<file path="config.mk">
export PLATFORM = sky130hd
export DESIGN_NAME = t08_touch_event_queue
export DESIGN_NICKNAME = d
export VERILOG_FILES = /design/src/rtl/t08_touch_event_queue.sv
export SDC_FILE = /design/constraint.sdc
export NUM_CORES = 1
export LEC_CHECK = 0
export CAP_MARGIN = 10
export CORE_ASPECT_RATIO = 0.75
export CORE_MARGIN = 10
export CORE_UTILIZATION = 50
export CTS_CLUSTER_SIZE = 20
export DETAILED_ROUTE_END_ITERATION = 10
export PLACE_DENSITY_LB_ADDON = 0.12
export SLEW_MARGIN = 20
export SYNTH_ARGS = -nofsm -noshare
export SYNTH_HDL_FRONTEND = slang
export SYNTH_SLANG_ARGS = --single-unit
</file>
<file path="constraint.sdc">
create_clock -name clk -period 8.5 [get_ports clk]
set_input_delay 1.275 -clock clk [delete_from_list [all_inputs] [get_ports clk]]
set_output_delay 1.275 -clock clk [all_outputs]
set_load 0.02 [all_outputs]
</file>
<file path="src/rtl/t08_touch_event_queue.sv">
// Touch event queue: captures I2C touch frames, classifies them into
// press/move/release events and buffers them in a show-ahead FIFO.
module t08_touch_event_queue #(
  parameter int DEPTH       = 4,
  parameter int X_MAX       = 320,
  parameter int Y_MAX       = 480,
  parameter int MOVE_THRESH = 4
) (
  input  logic                     clk,
  input  logic                     nRst,
  input  logic                     en,
  input  logic [31:0]              frame,
  input  logic                     done,
  output logic                     evt_valid,
  output logic [1:0]               evt_type,
  output logic [11:0]              evt_x,
  output logic [11:0]              evt_y,
  input  logic                     evt_ready,
  output logic                     touching,
  output logic                     overflow,
  input  logic                     clr_ovf,
  output logic [7:0]               reject_cnt,
  output logic [$clog2(DEPTH):0]   fifo_count
);

  localparam int AW = $clog2(DEPTH);
  localparam int CW = AW + 1;

  localparam logic [1:0] T_PRESS   = 2'b00;
  localparam logic [1:0] T_RELEASE = 2'b01;
  localparam logic [1:0] T_MOVE    = 2'b10;

  typedef enum logic {RELEASED, PRESSED} state_t;

  state_t            state_q, state_d;
  logic              done_q, cap_pend_q;
  logic [1:0]        cap_ev_q;
  logic [11:0]       cap_x_q, cap_y_q;
  logic [11:0]       last_x_q, last_y_q;
  logic [1:0]        mem_t_q [DEPTH];
  logic [11:0]       mem_x_q [DEPTH];
  logic [11:0]       mem_y_q [DEPTH];
  logic [AW-1:0]     wr_q, rd_q, rd_d;
  logic [CW-1:0]     cnt_q, cnt_d;
  logic [1:0]        head_t_q, head_t_d;
  logic [11:0]       head_x_q, head_x_d;
  logic [11:0]       head_y_q, head_y_d;
  logic              ovf_q;
  logic [7:0]        rej_q;

  logic              rej, far, upd_last;
  logic              push_req, push_ok, pop, full, drop;
  logic [1:0]        push_t;
  logic signed [12:0] dx, dy;
  logic [12:0]       adx, ady;
  logic              unused_bits;

  assign unused_bits = ^{frame[29:28], frame[15:12]};

  always_comb begin
    dx  = $signed({1'b0, cap_x_q}) - $signed({1'b0, last_x_q});
    dy  = $signed({1'b0, cap_y_q}) - $signed({1'b0, last_y_q});
    adx = dx[12] ? 13'(-dx) : 13'(dx);
    ady = dy[12] ? 13'(-dy) : 13'(dy);
    far = (adx >= 13'(MOVE_THRESH)) || (ady >= 13'(MOVE_THRESH));
    rej = (cap_ev_q == 2'b11) || (cap_x_q >= 12'(X_MAX))
       || (cap_y_q >= 12'(Y_MAX));

    state_d  = state_q;
    upd_last = 1'b0;
    push_req = 1'b0;
    push_t   = T_PRESS;
    if (cap_pend_q && !rej) begin
      if (state_q == RELEASED) begin
        if (cap_ev_q != 2'b01) begin
          push_req = 1'b1;
          push_t   = T_PRESS;
          upd_last = 1'b1;
          state_d  = PRESSED;
        end
      end else if (cap_ev_q == 2'b01) begin
        push_req = 1'b1;
        push_t   = T_RELEASE;
        state_d  = RELEASED;
      end else if (far) begin
        push_req = 1'b1;
        push_t   = T_MOVE;
        upd_last = 1'b1;
      end
    end

    pop     = (cnt_q != '0) && evt_ready;
    full    = (cnt_q == CW'(DEPTH));
    push_ok = push_req && (!full || pop);
    drop    = push_req && !push_ok;
    cnt_d   = cnt_q + CW'(push_ok) - CW'(pop);
    rd_d    = pop ? rd_q + 1'b1 : rd_q;

    // New head may be the entry being written this very cycle
    head_t_d = head_t_q;
    head_x_d = head_x_q;
    head_y_d = head_y_q;
    if (cnt_d != '0) begin
      if (push_ok && (wr_q == rd_d)) begin
        head_t_d = push_t;
        head_x_d = cap_x_q;
        head_y_d = cap_y_q;
      end else begin
        head_t_d = mem_t_q[rd_d];
        head_x_d = mem_x_q[rd_d];
        head_y_d = mem_y_q[rd_d];
      end
    end
  end

  always_ff @(posedge clk) begin
    if (push_ok) begin
      mem_t_q[wr_q] <= push_t;
      mem_x_q[wr_q] <= cap_x_q;
      mem_y_q[wr_q] <= cap_y_q;
    end
  end

  always_ff @(posedge clk) begin
    if (!nRst) begin
      state_q    <= RELEASED;
      done_q     <= 1'b1;
      cap_pend_q <= 1'b0;
      cap_ev_q   <= '0;
      cap_x_q    <= '0;
      cap_y_q    <= '0;
      last_x_q   <= '0;
      last_y_q   <= '0;
      wr_q       <= '0;
      rd_q       <= '0;
      cnt_q      <= '0;
      head_t_q   <= '0;
      head_x_q   <= '0;
      head_y_q   <= '0;
      ovf_q      <= 1'b0;
      rej_q      <= '0;
    end else begin
      done_q     <= done;
      cap_pend_q <= en && done && !done_q;
      if (en && done && !done_q) begin
        cap_ev_q <= frame[31:30];
        cap_x_q  <= {frame[27:24], frame[23:16]};
        cap_y_q  <= {frame[11:8], frame[7:0]};
      end
      state_q <= state_d;
      if (upd_last) begin
        last_x_q <= cap_x_q;
        last_y_q <= cap_y_q;
      end
      if (cap_pend_q && rej && rej_q != 8'hFF)
        rej_q <= rej_q + 8'd1;
      if (push_ok)
        wr_q <= wr_q + 1'b1;
      rd_q     <= rd_d;
      cnt_q    <= cnt_d;
      head_t_q <= head_t_d;
      head_x_q <= head_x_d;
      head_y_q <= head_y_d;
      if (drop)
        ovf_q <= 1'b1;
      else if (clr_ovf)
        ovf_q <= 1'b0;
    end
  end

  assign evt_valid  = (cnt_q != '0);
  assign evt_type   = head_t_q;
  assign evt_x      = head_x_q;
  assign evt_y      = head_y_q;
  assign touching   = (state_q == PRESSED);
  assign overflow   = ovf_q;
  assign reject_cnt = rej_q;
  assign fifo_count = cnt_q;

endmodule
</file>
---- Word-level counts from Yosys, hierarchy flattened ----
Memory sizes are Yosys's and may differ from the RTL's. A register that Yosys moved wholly into a read port is not among the register bits.
Index checks and enable logic that the tools add are counted.
cells by class
  $add $sub $neg .......................... 9
  $mul .................................... 0
  divide/modulo/power cells ............... 0
  $lt $le $gt $ge ......................... 4
  equality and inequality tests ........... 5
  shift operators ......................... 0
  multiplexer cells ....................... 21
  bitwise logic cells ..................... 0
  reduce and logical (&&, ||, !) cells .... 22
operator list
  cell                                                                                   count
  13-bit by 3-bit greater-or-equal comparator with 1-bit output (second input constant)  2
  13-bit two-way mux                                                                     2
  13-bit negation                                                                        2
  12-bit by 12-bit subtractor with 13-bit output                                         2
  12-bit by 9-bit greater-or-equal comparator with 1-bit output (second input constant)  2
  1-bit two-way mux                                                                      14
  2-bit two-way mux                                                                      5
  8-bit by 1-bit adder with 8-bit output (second input constant)                         1
  1-bit logical AND                                                                      8
  8-bit != test (second input constant)                                                  1
  1-bit zero test                                                                        7
  3-bit nonzero test                                                                     2
  2-bit by 1-bit adder with 2-bit output (second input constant)                         2
  1-bit logical OR                                                                       4
  3-bit by 1-bit adder with 3-bit output                                                 1
  3-bit == test (second input constant)                                                  1
  3-bit by 1-bit subtractor with 3-bit output                                            1
  2-bit by 1-bit == test with 1-bit output (second input constant)                       1
  2-bit == test (second input constant)                                                  1
  2-bit by 1-bit != test with 1-bit output (second input constant)                       1
  2-bit nonzero test                                                                     1
word-level totals
  register bits after elaboration ......... 69
  bits in latches ......................... 0
  memory bits (writable) .................. 104
  ROM bits ................................ 0
  input bits .............................. 38
  word-level logic and storage cells ...... 77
  memories kept ........................... 3
memory list
  memory   depth  width  rd ports  clocked after Yosys merged registers in  wr ports  line  RTL
  mem_x_q  4      12     1         1                                        1         41    logic [11:0] mem_x_q [DEPTH];
  mem_y_q  4      12     1         1                                        1         42    logic [11:0] mem_y_q [DEPTH];
  mem_t_q  4      2      1         1                                        1         40    logic [1:0] mem_t_q [DEPTH];

---- Depth between registers and ports, before layout ----
  depth in word-level cells ............... 13
  gate-level depth with buffers ........... 27

---- Worst setup path after synthesis ----
OpenSTA, ideal clock, no wires.
  path kind ............................... register -> register
  from .................................... register cap_x_q[0]
  to ...................................... register head_y_q[0], in the netlist evt_y[0], read port of mem_y_q
  data arrival time ....................... 5731 ps
  data required time ...................... 8384 ps
  path slack .............................. 2653 ps
  stages on the path, launching flop included .. 26
  buffers on the path ..................... 1
  period minus slack after synthesis ...... 5847 ps
  cells stage by stage .................... dfxtp_1 > inv_1 > ha_1 > inv_1 > fa_1 > a21o_1 > a211oi_4 > xnor2_1 > or3_1 > o41a_1 > or3_1 > nand3_1 > o211ai_1 > nor4_1 > nor2_1 > inv_1 > ha_1 > inv_1 > ha_1 > fa_1 > nor3_1 > nor2_1 > clkbuf_1 > nand2_1 > mux2i_1 > a31o_1
on the way
  word-level cells in the longest chain between the ends .. 13
  elaborated cells on any way between the ends .. 18
  classes of those cells .................. add/sub: 4; order compare: 2; mux: 5; reduce/logical: 7
ends and longest elaborated chain
  what                                                           line  RTL
  start: declaration                                             38    logic [11:0] cap_x_q, cap_y_q;
  start signal: assignment                                       147   cap_x_q <= {frame[27:24], frame[23:16]};
  12-bit by 12-bit subtractor with 13-bit output                 61    dx = $signed({1'b0, cap_x_q}) - $signed({1'b0, last_x_q});
  13-bit negation                                                63    adx = dx[12] ? 13'(-dx) : 13'(dx);
  13-bit two-way mux                                             63
  13-bit by 3-bit greater-or-equal comparator with 1-bit output  65    far = (adx >= 13'(MOVE_THRESH)) || (ady >= 13'(MOVE_THRESH));
  1-bit logical OR                                               65
  1-bit two-way mux                                              85    end else if (far) begin
  1-bit two-way mux                                              81    end else if (cap_ev_q == 2'b01) begin
  1-bit two-way mux                                              74    if (state_q == RELEASED) begin
  1-bit two-way mux *                                            73    if (cap_pend_q && !rej) begin
  1-bit logical AND *                                            94    push_ok = push_req && (!full || pop);
  3-bit by 1-bit adder with 3-bit output *                       96    cnt_d = cnt_q + CW'(push_ok) - CW'(pop);
  3-bit by 1-bit subtractor with 3-bit output *                  96
  net cnt_d[1]                                                   44    logic [CW-1:0] cnt_q, cnt_d;
  3-bit nonzero test *                                           103   if (cnt_d != '0) begin
  end: declaration                                               47    logic [11:0] head_y_q, head_y_d;
The timed path passes the listed nets; every way through them passes the cells marked *.
A chain may end at the register's enable or synchronous reset.

---- Worst setup path after layout ----
  from .................................... register cap_y_q[0]
  to ...................................... register head_y_q[5], in the netlist evt_y[5], read port of mem_y_q
on the way
  word-level cells in the longest chain between the ends .. 13
  elaborated cells on any way between the ends .. 17
  classes of those cells .................. add/sub: 4; order compare: 2; mux: 5; reduce/logical: 6
ends and longest elaborated chain
  what                                                           line  RTL
  start: declaration                                             38
  start signal: assignment                                       148   cap_y_q <= {frame[11:8], frame[7:0]};
  12-bit by 12-bit subtractor with 13-bit output                 62    dy = $signed({1'b0, cap_y_q}) - $signed({1'b0, last_y_q});
  13-bit negation                                                64    ady = dy[12] ? 13'(-dy) : 13'(dy);
  13-bit two-way mux                                             64
  13-bit by 3-bit greater-or-equal comparator with 1-bit output  65
  1-bit logical OR                                               65
  1-bit two-way mux                                              85
  1-bit two-way mux                                              81
  1-bit two-way mux                                              74
  1-bit two-way mux *                                            73
  1-bit logical AND *                                            94
  3-bit by 1-bit adder with 3-bit output *                       96
  3-bit by 1-bit subtractor with 3-bit output *                  96
  3-bit nonzero test *                                           103
Mark *: on every way between the ends. The rest lies on a longest branch, timed or not.

==> results.txt <==
----------------------------------------------------
[Worst setup path]
  Data required time at the worst endpoint ... between 8000 and 9000 ps
  Critical path's slowest cell ... nor4_1
  Critical path startpoint ... cap_y_q[0]
  Startpoint type of the worst setup path ... flop
  Max stage delay on crit path ... 730 ps
  Setup Crit Path Kind ... reg -> reg
  Max Fanout on Critical Path ... 13
  Reg-to-Reg Start ... cap_y_q[0]
  CP Data Arrival Time ... 7290 ps
  Critical path capture point type ... flop

[GRT]
  First-pass GRT wire length ... 36.7 mm
  Total congestion overflow ... 0
  Vias in the first global route ... between 6000 and 7000
  Maximum number of pins on one net before global-route repair ... 52
  Initial antenna violation count ... 1
  GRT Resource Usage Total ... around 18%

[Placed design]
  Buffers on Ports ... 71
  HPWL after detailed placement ... 15.9 mm
  Final RePlAce weighted congestion ... 0.857

[Routing]
  Count of routing violations after the opening detailed-route iteration ... 587
  Via-to-Cell Ratio ... 5.78
  Via count of the routed design ... 7213
  Number of nets with antenna violations after routing ... 0
  Detail-routed net length per standard cell ... roughly 18 um
  TritonRoute pass-1 iters ... 5
  Number of remaining DRC errors ... 0
  Aggregate routed wire length ... about 23 mm

[Synthesis]
  Synthesis warning total ... 0
  Dominant synthesized flop cell ... edfxtp_1
  Flop and latch count out of synthesis ... 199
  Post-Synthesis Cells ... just over 900
  Largest area contributor in the synthesized netlist ... edfxtp_1
  Number of distinct library cells after synthesis ... 81
  Seq/Total Area, Yosys ... just over 50%
  FFs w/ async S/R, synth ... 0%
  Top-area cell type share of the netlist area ... roughly 31%
  Cell types occupying the most area after synthesis ... edfxtp_1 31%, dfxtp_1 19%, mux4_2 5.9%
  Number of synthesized flops with an enable pin ... 104
  Post-Synthesis Cell Area ... 9990 um2
  Mean post-synth cell area ... 10.8 um2
  Net count of the mapped netlist ... between 1000 and 1500

[Finish]
  Register area ... 5020 um2
  Commonest cells after routing, fill and taps aside ... 112 x nand2_1, 104 x edfxtp_1, 95 x dfxtp_1
  Footprint of the multi-input gates ... 4610 um2
  Most frequent standard cell in the layout excluding fill and tap cells ... nand2_1
  Fillers ... 1658
  Synthesis-to-finish area growth ... 15.2%
  Fraction of final layout cells sized beyond drive strength 1 ... 10.2%
  Fin nets ... around 1100

[Clock network]
  Post CTS Setup Buffer Count ... 0
  Bufs on Longest Clock Path ... 2
  Total clock buffers created by CTS ... 17
  Gates resized, CTS repair ... 0
  Clock latency of the later-clocked register in the worst-skew pair ... 440 ps
  Clk pin slew, worst setup/hold paths ... roughly 80 ps
  Clock Tree Root ... clkbuf_16
  Number of buffers added to fix hold violations after cts ... 0
  CTS tree ... built
  Total clock sinks ... 199
  Htree depth ... 4

[STA]
  Total of endpoints with negative setup slack in the final report ... 0
  Count of final max-slew check failures ... 0
  Post-Route Setup TNS ... 0 ps
  Final critical-path share of the clock period ... 81.3%
  Period minus WS final ... 6910 ps
  Worst slew margin relative to its limit ... 49.6%
  Number of hold violations in the final report ... 0
  Skew final ... 14.4 ps
  Worst-margin pin slew ... about 750 ps
  Unrepaired setup endpoints after global routing ... false
  Timing-limited maximum frequency ... 145 MHz

[Floorplan]
  Top-level I/O count ... 78
  Die outline area ... 26100 um2
  Floorplan die height ... 142 um
  Cell Rows ... 44
  Placeable core region ... 19500 um2
  Die extent in x ... 183 um
  Effective utilization at floorplan ... 51.3%

[Power and ir drop]
  Maximum VDD drop ... 165 uV
  Leakage component of the power ... 4.23 nW
  Power density over the cells ... between 200 and 250 nW/um2
  Final total power ... 0.00287 W

[Flow run]
  Max-cap violations ... 0

[Hold path]
  Class of the tightest hold or removal check ... reg -> reg
  Startpoint of the worst hold path ... last_y_q[4]

[Status]
  Status ... completed

----------------------------------------------------
## flip-flops by register name, indices dropped and copies added (netlist names), 3 cells and up
name / cells
cap_x_q: 12
cap_y_q: 12
evt_x: 12
evt_y: 12
fifo_count: 3
last_x_q: 12
last_y_q: 12
mem_t_q: 8
mem_x_q: 48
mem_y_q: 48
reject_cnt: 8
## Yosys cell counts (all sizes together) (20+ instances only)
cell type  instances
a21oi             50
a31o              20
and3              24
clkbuf            43
dfxtp             95
edfxtp           104
ha                31
inv               44
mux2i             25
mux4              26
nand2            112
nand3             50
nor2              45
o21ai             34
## stage by stage
stage | cell area [um2] | util (%) | worst slack (ps) | instances | hold WS (ps)
floorplan | 9990 | - | 2650 | 929 | 444
global placement | 10900 | 56.0 | 1630 | 1216 | 455
detailed placement | 10900 | 56.0 | 1500 | 1216 | 461
CTS | 11500 | 59.1 | 1440 | 1248 | 475
global route | 11500 | 59.1 | 1110 | 1248 | 491
finish | 11500 | 59.1 | 1590 | 1249 | 471
## layout make-up
class	count	share of cell area, %
Timing Repair Buffer	84	6.98
Clock buffer	17	3.70
Multi-Input combinational cell	636	40.0
Sequential cell	199	43.6
Clock inverter	15	1.43
Inverter	44	1.43
Antenna cell	1	0.0217
Tap cell	253	2.75
## final timing paths
check                           cells after the start  slack (ps)     endpoint
worst max-delay path                               25        1590     evt_y[5]
worst min-delay path                                2         470  last_y_q[4]
worst max register to register                     25        1590     evt_y[5]
worst min register to register                      2         470  last_y_q[4]
## power breakdown
group / switching, W / internal (W)
Sequential: 0.0000366 / 0.00106
Combinational: 0.000549 / 0.000440
Clock: 0.000398 / 0.000394
## metal layers
metal	track usage, %	wire [um]
met1	24.9	11300
met2	27.4	10400
met3	3.90	1140
met4	3.27	129
met5	0	0
## worst max-delay path: cells and delay by family (launching register included)
kind | cells | cell delay, ps
flip-flops | 1 | 500
adder cells (fa/ha/maj) | 5 | 1330
buffers and inverters | 4 | 580
multiplexers | 1 | 210
XOR/XNOR | 2 | 520
AO/OA/AOI/OAI | 6 | 1820
AND/OR/NAND/NOR | 7 | 1900
## cells by family (layout without fill, tap and decap cells)
family / after synthesis / in the layout / synth area share [%]
AND/OR/NAND/NOR: 328 / 328 / 16.4
flip-flops: 199 / 199 / 50.3
XOR/XNOR: 30 / 30 / 2.84
adder cells (fa/ha/maj): 34 / 34 / 4.48
multiplexers: 51 / 51 / 8.49
buffers and inverters: 94 / 160 / 3.84
AO/OA/AOI/OAI: 193 / 193 / 13.6
other: 0 / 1 / 0
No activity file was read; power rests on OpenSTA's default activity.
